## config.mk

```make
export PLATFORM = sky130hd
export DESIGN_NAME = addsub_nbit_serial_flat
export DESIGN_NICKNAME = d
export VERILOG_FILES = /design/src/rtl/addsub_nbit_serial_pkg.sv /design/src/rtl/addsub_nbit_serial_if.sv /design/src/rtl/addsub_digit.sv /design/src/rtl/addsub_nbit_serial.sv /design/src/flat_wrapper.sv
export SDC_FILE = /design/constraint.sdc
export NUM_CORES = 1
export LEC_CHECK = 0
export BUFFER_PORTS_ARGS = -buffer_cell sky130_fd_sc_hd__buf_4
export CAP_MARGIN = 20
export CORE_ASPECT_RATIO = 0.8
export CORE_MARGIN = 5
export CORE_UTILIZATION = 45
export CTS_CLUSTER_DIAMETER = 200
export DETAILED_ROUTE_END_ITERATION = 6
export GPL_ROUTABILITY_DRIVEN = 0
export PLACE_DENSITY = 0.66
export SYNTH_ARGS = -nofsm -noshare
export SYNTH_HDL_FRONTEND = slang
export SYNTH_HIERARCHICAL = 1
export SYNTH_SLANG_ARGS = --single-unit
```

## constraint.sdc

```tcl
create_clock -name clk -period 7.22 [get_ports clk]
set_input_delay 2.166 -clock clk [delete_from_list [all_inputs] [get_ports clk]]
set_output_delay 2.166 -clock clk [all_outputs]
set_load 0.02 [all_outputs]
```

## src/rtl/addsub_nbit_serial_pkg.sv

```systemverilog
// Shared constants for the digit-serial adder/subtractor: FSM state codes,
// op encodings and the registered flag bundle.
package addsub_nbit_serial_pkg;

    localparam logic [1:0] IDLE = 2'd0;
    localparam logic [1:0] RUN  = 2'd1;
    localparam logic [1:0] DONE = 2'd2;

    localparam logic OP_ADD = 1'b0;
    localparam logic OP_SUB = 1'b1;

    typedef struct packed {
        logic cout;
        logic ovf;
    } flags_t;

endpackage

```

## src/rtl/addsub_nbit_serial_if.sv

```systemverilog
// Operand/result handshake bundle for addsub_nbit_serial.
// The master drives operands and consumes results; the slave is the block.
interface addsub_nbit_serial_if #(
    parameter int WIDTH = 64
);
    logic             in_valid;
    logic             in_ready;
    logic             op;
    logic [WIDTH-1:0] A;
    logic [WIDTH-1:0] B;
    logic             out_valid;
    logic             out_ready;
    logic [WIDTH-1:0] Result;
    logic             Cout;
    logic             Ovf;

    modport master (
        output in_valid, op, A, B, out_ready,
        input  in_ready, out_valid, Result, Cout, Ovf
    );

    modport slave (
        input  in_valid, op, A, B, out_ready,
        output in_ready, out_valid, Result, Cout, Ovf
    );
endinterface

```

## src/rtl/addsub_digit.sv

```systemverilog
// Combinational DIGIT-bit adder with carry in/out. IMPL_TYPE 0 is a
// behavioural ripple sum, any other value an explicit full-adder chain.
module addsub_digit #(
    parameter int DIGIT     = 8,
    parameter int IMPL_TYPE = 0
) (
    input  logic [DIGIT-1:0] a,
    input  logic [DIGIT-1:0] b,
    input  logic             cin,
    output logic [DIGIT-1:0] s,
    output logic             cout
);

    if (IMPL_TYPE == 0) begin : g_ripple
        logic [DIGIT:0] sum_w;
        assign sum_w = {1'b0, a} + {1'b0, b} + {{DIGIT{1'b0}}, cin};
        assign s     = sum_w[DIGIT-1:0];
        assign cout  = sum_w[DIGIT];
    end else begin : g_gates
        logic [DIGIT-1:0] s_g;
        logic             c_g;
        // carry propagates through a chain of generate/propagate full adders
        always_comb begin
            s_g = '0;
            c_g = cin;
            for (int i = 0; i < DIGIT; i++) begin
                s_g[i] = a[i] ^ b[i] ^ c_g;
                c_g    = (a[i] & b[i]) | (c_g & (a[i] ^ b[i]));
            end
        end
        assign s    = s_g;
        assign cout = c_g;
    end

endmodule

```

## src/rtl/addsub_nbit_serial.sv

```systemverilog
// Digit-serial WIDTH-bit add/sub: DIGIT bits per cycle, LSB digit first,
// with carry/borrow and signed-overflow flags behind valid/ready handshakes.
module addsub_nbit_serial
    import addsub_nbit_serial_pkg::*;
#(
    parameter int WIDTH     = 64,
    parameter int DIGIT     = 8,
    parameter int IMPL_TYPE = 0
) (
    input  logic                  clk,
    input  logic                  rst,
    addsub_nbit_serial_if.slave   bus
);

    localparam int NDIG = WIDTH / DIGIT;
    localparam int CW   = (NDIG > 1) ? $clog2(NDIG) : 1;
    localparam logic [CW-1:0] LAST = CW'(NDIG - 1);

    if ((WIDTH % DIGIT) != 0 || DIGIT > WIDTH) begin : g_param_check
        $error("addsub_nbit_serial: WIDTH must be a non-zero multiple of DIGIT");
    end

    logic [1:0]       state;
    logic [CW-1:0]    cnt;
    logic             carry;
    logic [WIDTH-1:0] res;
    logic [WIDTH-1:0] res_nx;
    flags_t           flags;

    logic [WIDTH-1:0] a_sh;
    logic [WIDTH-1:0] b_sh;
    logic             op_q;
    logic             a_msb;
    logic             b_msb;

    logic [DIGIT-1:0] sum_d;
    logic             carry_nx;
    logic             accept;
    logic             last;

    // Overflow when both addends share a sign that the result does not.
    function automatic logic signed_ovf(input logic sa, input logic sb, input logic sr);
        return (sa == sb) && (sr != sa);
    endfunction

    assign accept = (state == IDLE) && bus.in_valid;
    assign last   = (state == RUN) && (cnt == LAST);

    addsub_digit #(
        .DIGIT     (DIGIT),
        .IMPL_TYPE (IMPL_TYPE)
    ) u_digit (
        .a    (a_sh[DIGIT-1:0]),
        .b    (b_sh[DIGIT-1:0]),
        .cin  (carry),
        .s    (sum_d),
        .cout (carry_nx)
    );

    always_comb begin
        res_nx = res;
        for (int g = 0; g < NDIG; g++) begin
            if (cnt == CW'(g)) res_nx[g*DIGIT +: DIGIT] = sum_d;
        end
    end

    // control, result and flags
    always_ff @(posedge clk) begin
        if (rst) begin
            state <= IDLE;
            cnt   <= '0;
            carry <= 1'b0;
            res   <= '0;
            flags <= '0;
        end else begin
            case (state)
                IDLE: begin
                    if (bus.in_valid) begin
                        state <= RUN;
                        cnt   <= '0;
                        carry <= (bus.op == OP_SUB);
                        res   <= '0;
                    end
                end
                RUN: begin
                    res   <= res_nx;
                    carry <= carry_nx;
                    if (last) begin
                        state      <= DONE;
                        flags.cout <= carry_nx ^ op_q;
                        flags.ovf  <= signed_ovf(a_msb, b_msb, sum_d[DIGIT-1]);
                    end else begin
                        cnt <= cnt + 1'b1;
                    end
                end
                DONE: begin
                    if (bus.out_ready) state <= IDLE;
                end
                default: state <= IDLE;
            endcase
        end
    end

    // operand shift registers; the low digit feeds the adder each RUN cycle
    always_ff @(posedge clk) begin
        if (accept) begin
            a_sh  <= bus.A;
            b_sh  <= (bus.op == OP_SUB) ? ~bus.B : bus.B;
            op_q  <= bus.op;
            a_msb <= bus.A[WIDTH-1];
            b_msb <= (bus.op == OP_SUB) ? ~bus.B[WIDTH-1] : bus.B[WIDTH-1];
        end else if (state == RUN) begin
            a_sh <= a_sh >> DIGIT;
            b_sh <= b_sh >> DIGIT;
        end
    end

    assign bus.in_ready  = (state == IDLE);
    assign bus.out_valid = (state == DONE);
    assign bus.Result    = res;
    assign bus.Cout      = flags.cout;
    assign bus.Ovf       = flags.ovf;

endmodule
```

## src/flat_wrapper.sv

```systemverilog
// flat-port wrapper written by rule: the top's interface ports become plain ports
module addsub_nbit_serial_flat import addsub_nbit_serial_pkg::*;
#(
    parameter int WIDTH     = 64,
    parameter int DIGIT     = 8,
    parameter int IMPL_TYPE = 0
)
  (clk, rst, bus_in_valid, bus_op, bus_A, bus_B, bus_out_ready, bus_in_ready, bus_out_valid, bus_Result, bus_Cout, bus_Ovf);
  addsub_nbit_serial_if #(.WIDTH(WIDTH)) bus_i ();
  input  logic clk;
  input  logic rst;
  input wire logic [$bits(bus_i.in_valid)-1:0] bus_in_valid;
  input wire logic [$bits(bus_i.op)-1:0] bus_op;
  input wire logic [$bits(bus_i.A)-1:0] bus_A;
  input wire logic [$bits(bus_i.B)-1:0] bus_B;
  input wire logic [$bits(bus_i.out_ready)-1:0] bus_out_ready;
  output wire logic [$bits(bus_i.in_ready)-1:0] bus_in_ready;
  output wire logic [$bits(bus_i.out_valid)-1:0] bus_out_valid;
  output wire logic [$bits(bus_i.Result)-1:0] bus_Result;
  output wire logic [$bits(bus_i.Cout)-1:0] bus_Cout;
  output wire logic [$bits(bus_i.Ovf)-1:0] bus_Ovf;
  assign bus_i.in_valid = bus_in_valid;
  assign bus_i.op = bus_op;
  assign bus_i.A = bus_A;
  assign bus_i.B = bus_B;
  assign bus_i.out_ready = bus_out_ready;
  assign bus_in_ready = bus_i.in_ready;
  assign bus_out_valid = bus_i.out_valid;
  assign bus_Result = bus_i.Result;
  assign bus_Cout = bus_i.Cout;
  assign bus_Ovf = bus_i.Ovf;
  addsub_nbit_serial #(.WIDTH(WIDTH), .DIGIT(DIGIT), .IMPL_TYPE(IMPL_TYPE)) u_core (.clk(clk), .rst(rst), .bus(bus_i));
endmodule
```

# Word level (Yosys, flattened, before mapping)
# Index checks and enable logic that the tools add are counted.
[totals]
reg_bits = 203
latchBits = 0
mem_bits_rw = 0
rom_bits = 0
input_bits = 133
wordCells = 91
memories = 0
[classes]
n_addsub = 3
mul = 0
div_mod_pow = 0
magnitude_cmp = 0
eq_ne = 23
shifts = 0
muxes = 25
bitwise_logic = 3
reduce_logical = 19
[op_table]
columns = ["op", "n"]
rows = [
  ["$mux W64", 6],
  ["$pmux W64 S2", 1],
  ["$mux W8", 8],
  ["$not A64 Y64", 1],
  ["$reduce_and A3 Y1", 10],
  ["$ne A2 B2 Y1 const B", 11],
  ["$eq A3 B3 Y1 const B", 4],
  ["$add A8 B8 Y9", 1],
  ["$add A9 B1 Y9", 1],
  ["$eq A3 B2 Y1 const B", 2],
  ["$mux W2", 3],
  ["$mux W3", 2],
  ["$pmux W2 S3", 1],
  ["$pmux W3 S2", 1],
  ["$reduce_and A2 Y1", 2],
  ["$reduce_bool A2 Y1", 2],
  ["$add A3 B1 Y3 const B", 1],
  ["$eq A3 B1 Y1 const B", 1],
  ["$logic_and A1 B1 Y1", 3],
  ["$logic_not A3 Y1", 1],
  ["$eq A2 B1 Y1 const B", 1],
  ["$eq A2 B2 Y1 const B", 1],
  ["$logic_not A2 Y1", 1],
  ["$mux W1", 2],
  ["other kinds (6)", 6],
]

# Depth between registers and ports, before layout
[logic_depth]
depth_word = 4
depth_mapped = 8
depth_no_buf = 8

# Hierarchy
# Netlist, hierarchy kept.
[modules_own_cells]
columns = ["mod", "n_inst", "cells_per_inst", "area_each_um2"]
rows = [
  ["addsub_nbit_serial", 1, 794, 8871.0],
  ["addsub_digit", 1, 42, 331.6],
]

# Least setup slack after synthesis
# No wires, ideal clock.
[synth_path]
path_type = "input port to flip-flop"
startpoint = "input bus_in_valid"
endpoint = "register u_core.a_sh[0] (enable)"
setup_ns = 0.492
t_arrival_ns = 5.748
required_ns = 6.728
slack_ns = 0.980
cell_stages = 5
cell_sequence = "or3b_1 > buf_4 > clkbuf_1 > buf_2 > nand2_1"
[synth_via]
elab_chain_len = 2
[synth_lines]
columns = ["item", "line_no", "source"]
rows = [
  ["from (decl)", "flat_wrapper.sv:12", "input wire logic [$bits(bus_i.in_valid)-1:0] bus_in_valid;"],
  ["$logic_and A1 B1 Y1", "addsub_nbit_serial.sv:46", "assign accept = (state == IDLE) && bus.in_valid;"],
  ["$reduce_bool A2 Y1 (no line)", "n/a", ""],
  ["to (signal assigned)", "addsub_nbit_serial.sv:107", "a_sh <= bus.A;"],
  ["to (signal assigned)", "addsub_nbit_serial.sv:113", "a_sh <= a_sh >> DIGIT;"],
  ["to (decl)", "addsub_nbit_serial.sv:30", "logic [WIDTH-1:0] a_sh;"],
]
# Every way passes these cells.
# A chain may end at the register's enable or synchronous reset.

# Final worst setup path
[layout_path]
startpoint = "input bus_in_valid"
endpoint = "register u_core.b_sh[32] (enable)"
[layout_via]
elab_chain_len = 2
[layout_lines]
columns = ["item", "line_no", "source"]
rows = [
  ["$logic_and A1 B1 Y1", "addsub_nbit_serial.sv:46", ""],
  ["$reduce_bool A2 Y1 (no line)", "n/a", ""],
  ["to (signal assigned)", "addsub_nbit_serial.sv:108", "b_sh <= (bus.op == OP_SUB) ? ~bus.B : bus.B;"],
  ["to (signal assigned)", "addsub_nbit_serial.sv:114", "b_sh <= b_sh >> DIGIT;"],
  ["to (decl)", "addsub_nbit_serial.sv:31", "logic [WIDTH-1:0] b_sh;"],
]
# Every way passes these cells.

==> flow_metrics.py <==
metrics = {
    "final_layout": {
        "seq_area_sq_um": 5375,
        "fin_nets": 1164,
        "fillers": 1733,
        "syn_to_final_growth_pct": 24.65,
        "fin_area_sq_um": 11470,
        "multi_input_area_sq_um": 3531,
        "n_antenna_cell": 0,
        "drive_gt1_share_pct": 23.88,
    },
    "floorplanning": {
        "pin_count": 201,
        "die_x_microns": 169.9,
        "die_area_sq_um": 23430,
        "die_h_microns": 137.9,
        "rows": 46,
        "coreArea_sq_um": 19970,
        "initial_utilization_pct": 46.08,
    },
    "grt": {
        "grt_max_degree": 106,
        "grt-ovfl-total": 0,
        "first_global_vias": 6201,
        "grt_use_total_pct": 17.52,
        "antenna_found_initial": 1,
        "grt_pass1_wl_microns": 32880,
    },
    "cts": {
        "cts_hold_buf": 0,
        "cts_tree": "built",
        "insertion_delay_ns": 0.49,
        "cts_made_buffers": 21,
        "ctsResizeCount": 0,
        "cts_sinks": 203,
        "cts_buffer_depth": 3,
        "root_buffer": "clkbuf_16",
        "htreeDepth": 1,
        "clk_pin_slew_worst_paths_ns": 0.06,
        "cts_setup_buffers": 0,
    },
    "setup_path": {
        "timing.critical_path.arrival_ns": 4.18,
        "critPathMostFrequentCell": "buf_4",
        "crit_slowest_cell": "buf_4",
        "worstSetupPathType": "in -> reg",
        "critPathMaxStageDelay_ns": 0.66,
        "required_ns": 7.34,
        "cp_cell_sequence": "buf_4, or3b_4, nand2_4, buf_4",
        "crit_path_max_fanout": 75,
        "cp-end-kind": "flop",
        "crit_path_start_kind": "input pin",
    },
    "routing": {
        "num_vias": 6308,
        "drcViolationCount": 0,
        "drtAntennaViolNets": 0,
        "wl_per_cell_microns": 16.39,
        "wl_microns": 21210,
        "drt_first_pass_iters": 4,
        "drt_iter0_drc": 351,
        "vias_per_cell": 4.875,
    },
    "sta": {
        "min_period_over_period_pct": 56.30,
        "fin_crit_ns": 4.065,
        "maxSlewHeadroom_pct": 33.98,
        "rsz0062_at_grt": "false",
        "setup_tns_ns": 0,
        "hold_viol": 0,
        "maxSlewViolCount": 0,
        "worst_pin_slew_ns": 0.9903,
        "setup_slack_ns": 3.155,
        "finalClockSkew_ns": 0.01556,
        "max_freq_mhz": 246.0,
        "setup_viol": 0,
    },
    "power_and_ir_drop": {
        "p_leak_nw": 4.883,
        "ir_worst_vdd_mv": 0.1176,
        "clockPowerShare_pct": 35.9,
        "sw_frac_of_total_pct": 24.90,
        "pwr_density_cell_nw_per_um2": 257.4,
        "power.switching_w": 0.0007353,
        "p_int_w": 0.002217,
        "comb_power_share_pct": 15.7,
        "p_seq_share_pct": 48.4,
    },
    "synth": {
        "ys_types": 43,
        "ys_seq_area_share_pct": 58.41,
        "yosysTopAreaCell": "edfxtp_1",
        "syn-instance-count": 836,
        "synth_fp_nets": 985,
        "synthFlopType": "edfxtp_1",
        "synth.top_cell.area_share_pct": 42.75,
        "synth_edf_count": 131,
        "ys_ff_latch": 203,
        "syn_area_sq_um": 9203,
        "syn_avg_cell_area_sq_um": 11.01,
        "synth_area_leaders": "edfxtp_1 (43%), dfxtp_1 (16%), nand2_1 (9.7%), mux2i_1 (6.3%), xnor2_1 (6.3%)",
        "ys_warn_count": 6,
        "synth_common_cells": "nand2_1 (237), edfxtp_1 (131), dfxtp_1 (72), xnor2_1 (66)",
        "async_flop_share_pct": 0,
        "synth_most_common_cell": "nand2_1",
    },
    "placed_design": {
        "port-buffer-count": 200,
        "pre_cts_ws_ns": 2.618,
        "dpl_cell_area_sq_um": 10800,
        "post-dp-hpwl_microns": 14660,
    },
    "min_path": {
        "min_path_type": "reg -> reg",
    },
    "outcome": {
        "status": "finished clean",
    },
    "run": {
        "max-cap-violations": 0,
    },
}
final timing paths:
kind	startpoint	end	slack (ns)	depth (start not counted)
max reg2reg	u_core/state[0]	u_core/cnt[1]	4.32	4
max	bus_in_valid	u_core/b_sh[32]	3.16	4
min reg2reg	u_core/bus.Result[1]	u_core/bus.Result[1]	0.47	2
min	u_core/bus.Result[1]	u_core/bus.Result[1]	0.47	2
power groups by stage:
stage | sequential, W | clock [W] | combinational [W]
after floorplan | 0.00148 | 0 | 0.000272
after global placement | 0.00145 | 0 | 0.000459
after detailed placement | 0.00145 | 0 | 0.000466
after CTS | 0.00143 | 0.00108 | 0.000469
after global routing | 0.00144 | 0.00114 | 0.000513
final | 0.00143 | 0.00106 | 0.000464
flip-flops by register name, summed over array words and instances, names as in the netlist:
register	flops
u_core/bus.Cout	1
u_core/bus.Result	64
u_core/bus.Ovf	1
u_core/cnt	3
u_core/state	2
u_core/carry	1
u_core/a_msb	1
u_core/a_sh	64
u_core/b_sh	64
u_core/op_q	1
u_core/b_msb	1
cell type report:
cell class	count	area share [%]
Inverter	9	0.3163
Tap cell	264	2.880
Clock inverter	9	0.8399
Sequential cell	203	46.86
Timing Repair Buffer	203	13.29
Multi-Input combinational cell	577	30.78
Clock buffer	29	5.039
cells by family (layout without fill, tap and decap cells):
family                   count (synthesis)  after routing  share of synthesized area, %
multiplexers                            59             59                         6.431
buffers and inverters                   56            250                         3.331
flip-flops                             203            203                         58.41
adder cells (fa/ha/maj)                 16             16                         2.339
AND/OR/NAND/NOR                        339            339                         16.27
AO/OA/AOI/OAI                           94             94                         6.648
XOR/XNOR                                69             69                         6.567
cell usage in the layout, fill, tap and decap left out, types with 3 or more instances in the layout:
master	netlist	final
a21oi_1	8	8
a31oi_4	3	3
a41o_1	3	3
and2_1	9	9
buf_4	2	203
clkbuf_1	18	4
clkbuf_16	0	21
clkinv_2	0	3
dfxtp_1	72	72
edfxtp_1	131	131
ha_1	14	14
inv_1	6	6
mux2i_1	58	58
nand2_1	237	236
nand2b_1	58	58
nand3_1	3	3
nor2_1	16	16
nor2b_1	5	5
o21ai_0	57	57
o2bb2ai_1	8	8
xnor2_1	66	66
xor2_1	3	3
routing by layer:
| layer | wire length (microns) | up-vias | GRT usage [%] |
|---|---|---|---|
| li1 | - | 3193 | - |
| met1 | 10090 | 2937 | 25.46 |
| met2 | 9574 | 155 | 27.30 |
| met3 | 1206 | 21 | 3.790 |
| met4 | 331 | 2 | 3.576 |
| met5 | 13 | - | 0 |
stage by stage:
step	std cells	total power, W	hold slack (ns)	utilization [%]
3_5_place_dp	1256	0.001919	0.4589	54.06
4_1_cts	1294	0.002983	0.4760	57.44
6_report	1294	0.002953	0.4714	57.44
2_1_floorplan	836	0.001750	0.4610	-
3_3_place_gp	1256	0.001911	0.4594	54.06
5_1_grt	1294	0.003091	0.4911	57.44
worst max-delay path, delay by kind of cell:
| kind | cells | cell delay [ns] |
|---|---|---|
| simple gates | 2 | 1.22 |
| buf+inv | 2 | 0.76 |
Power figures use the tool's default switching activity.
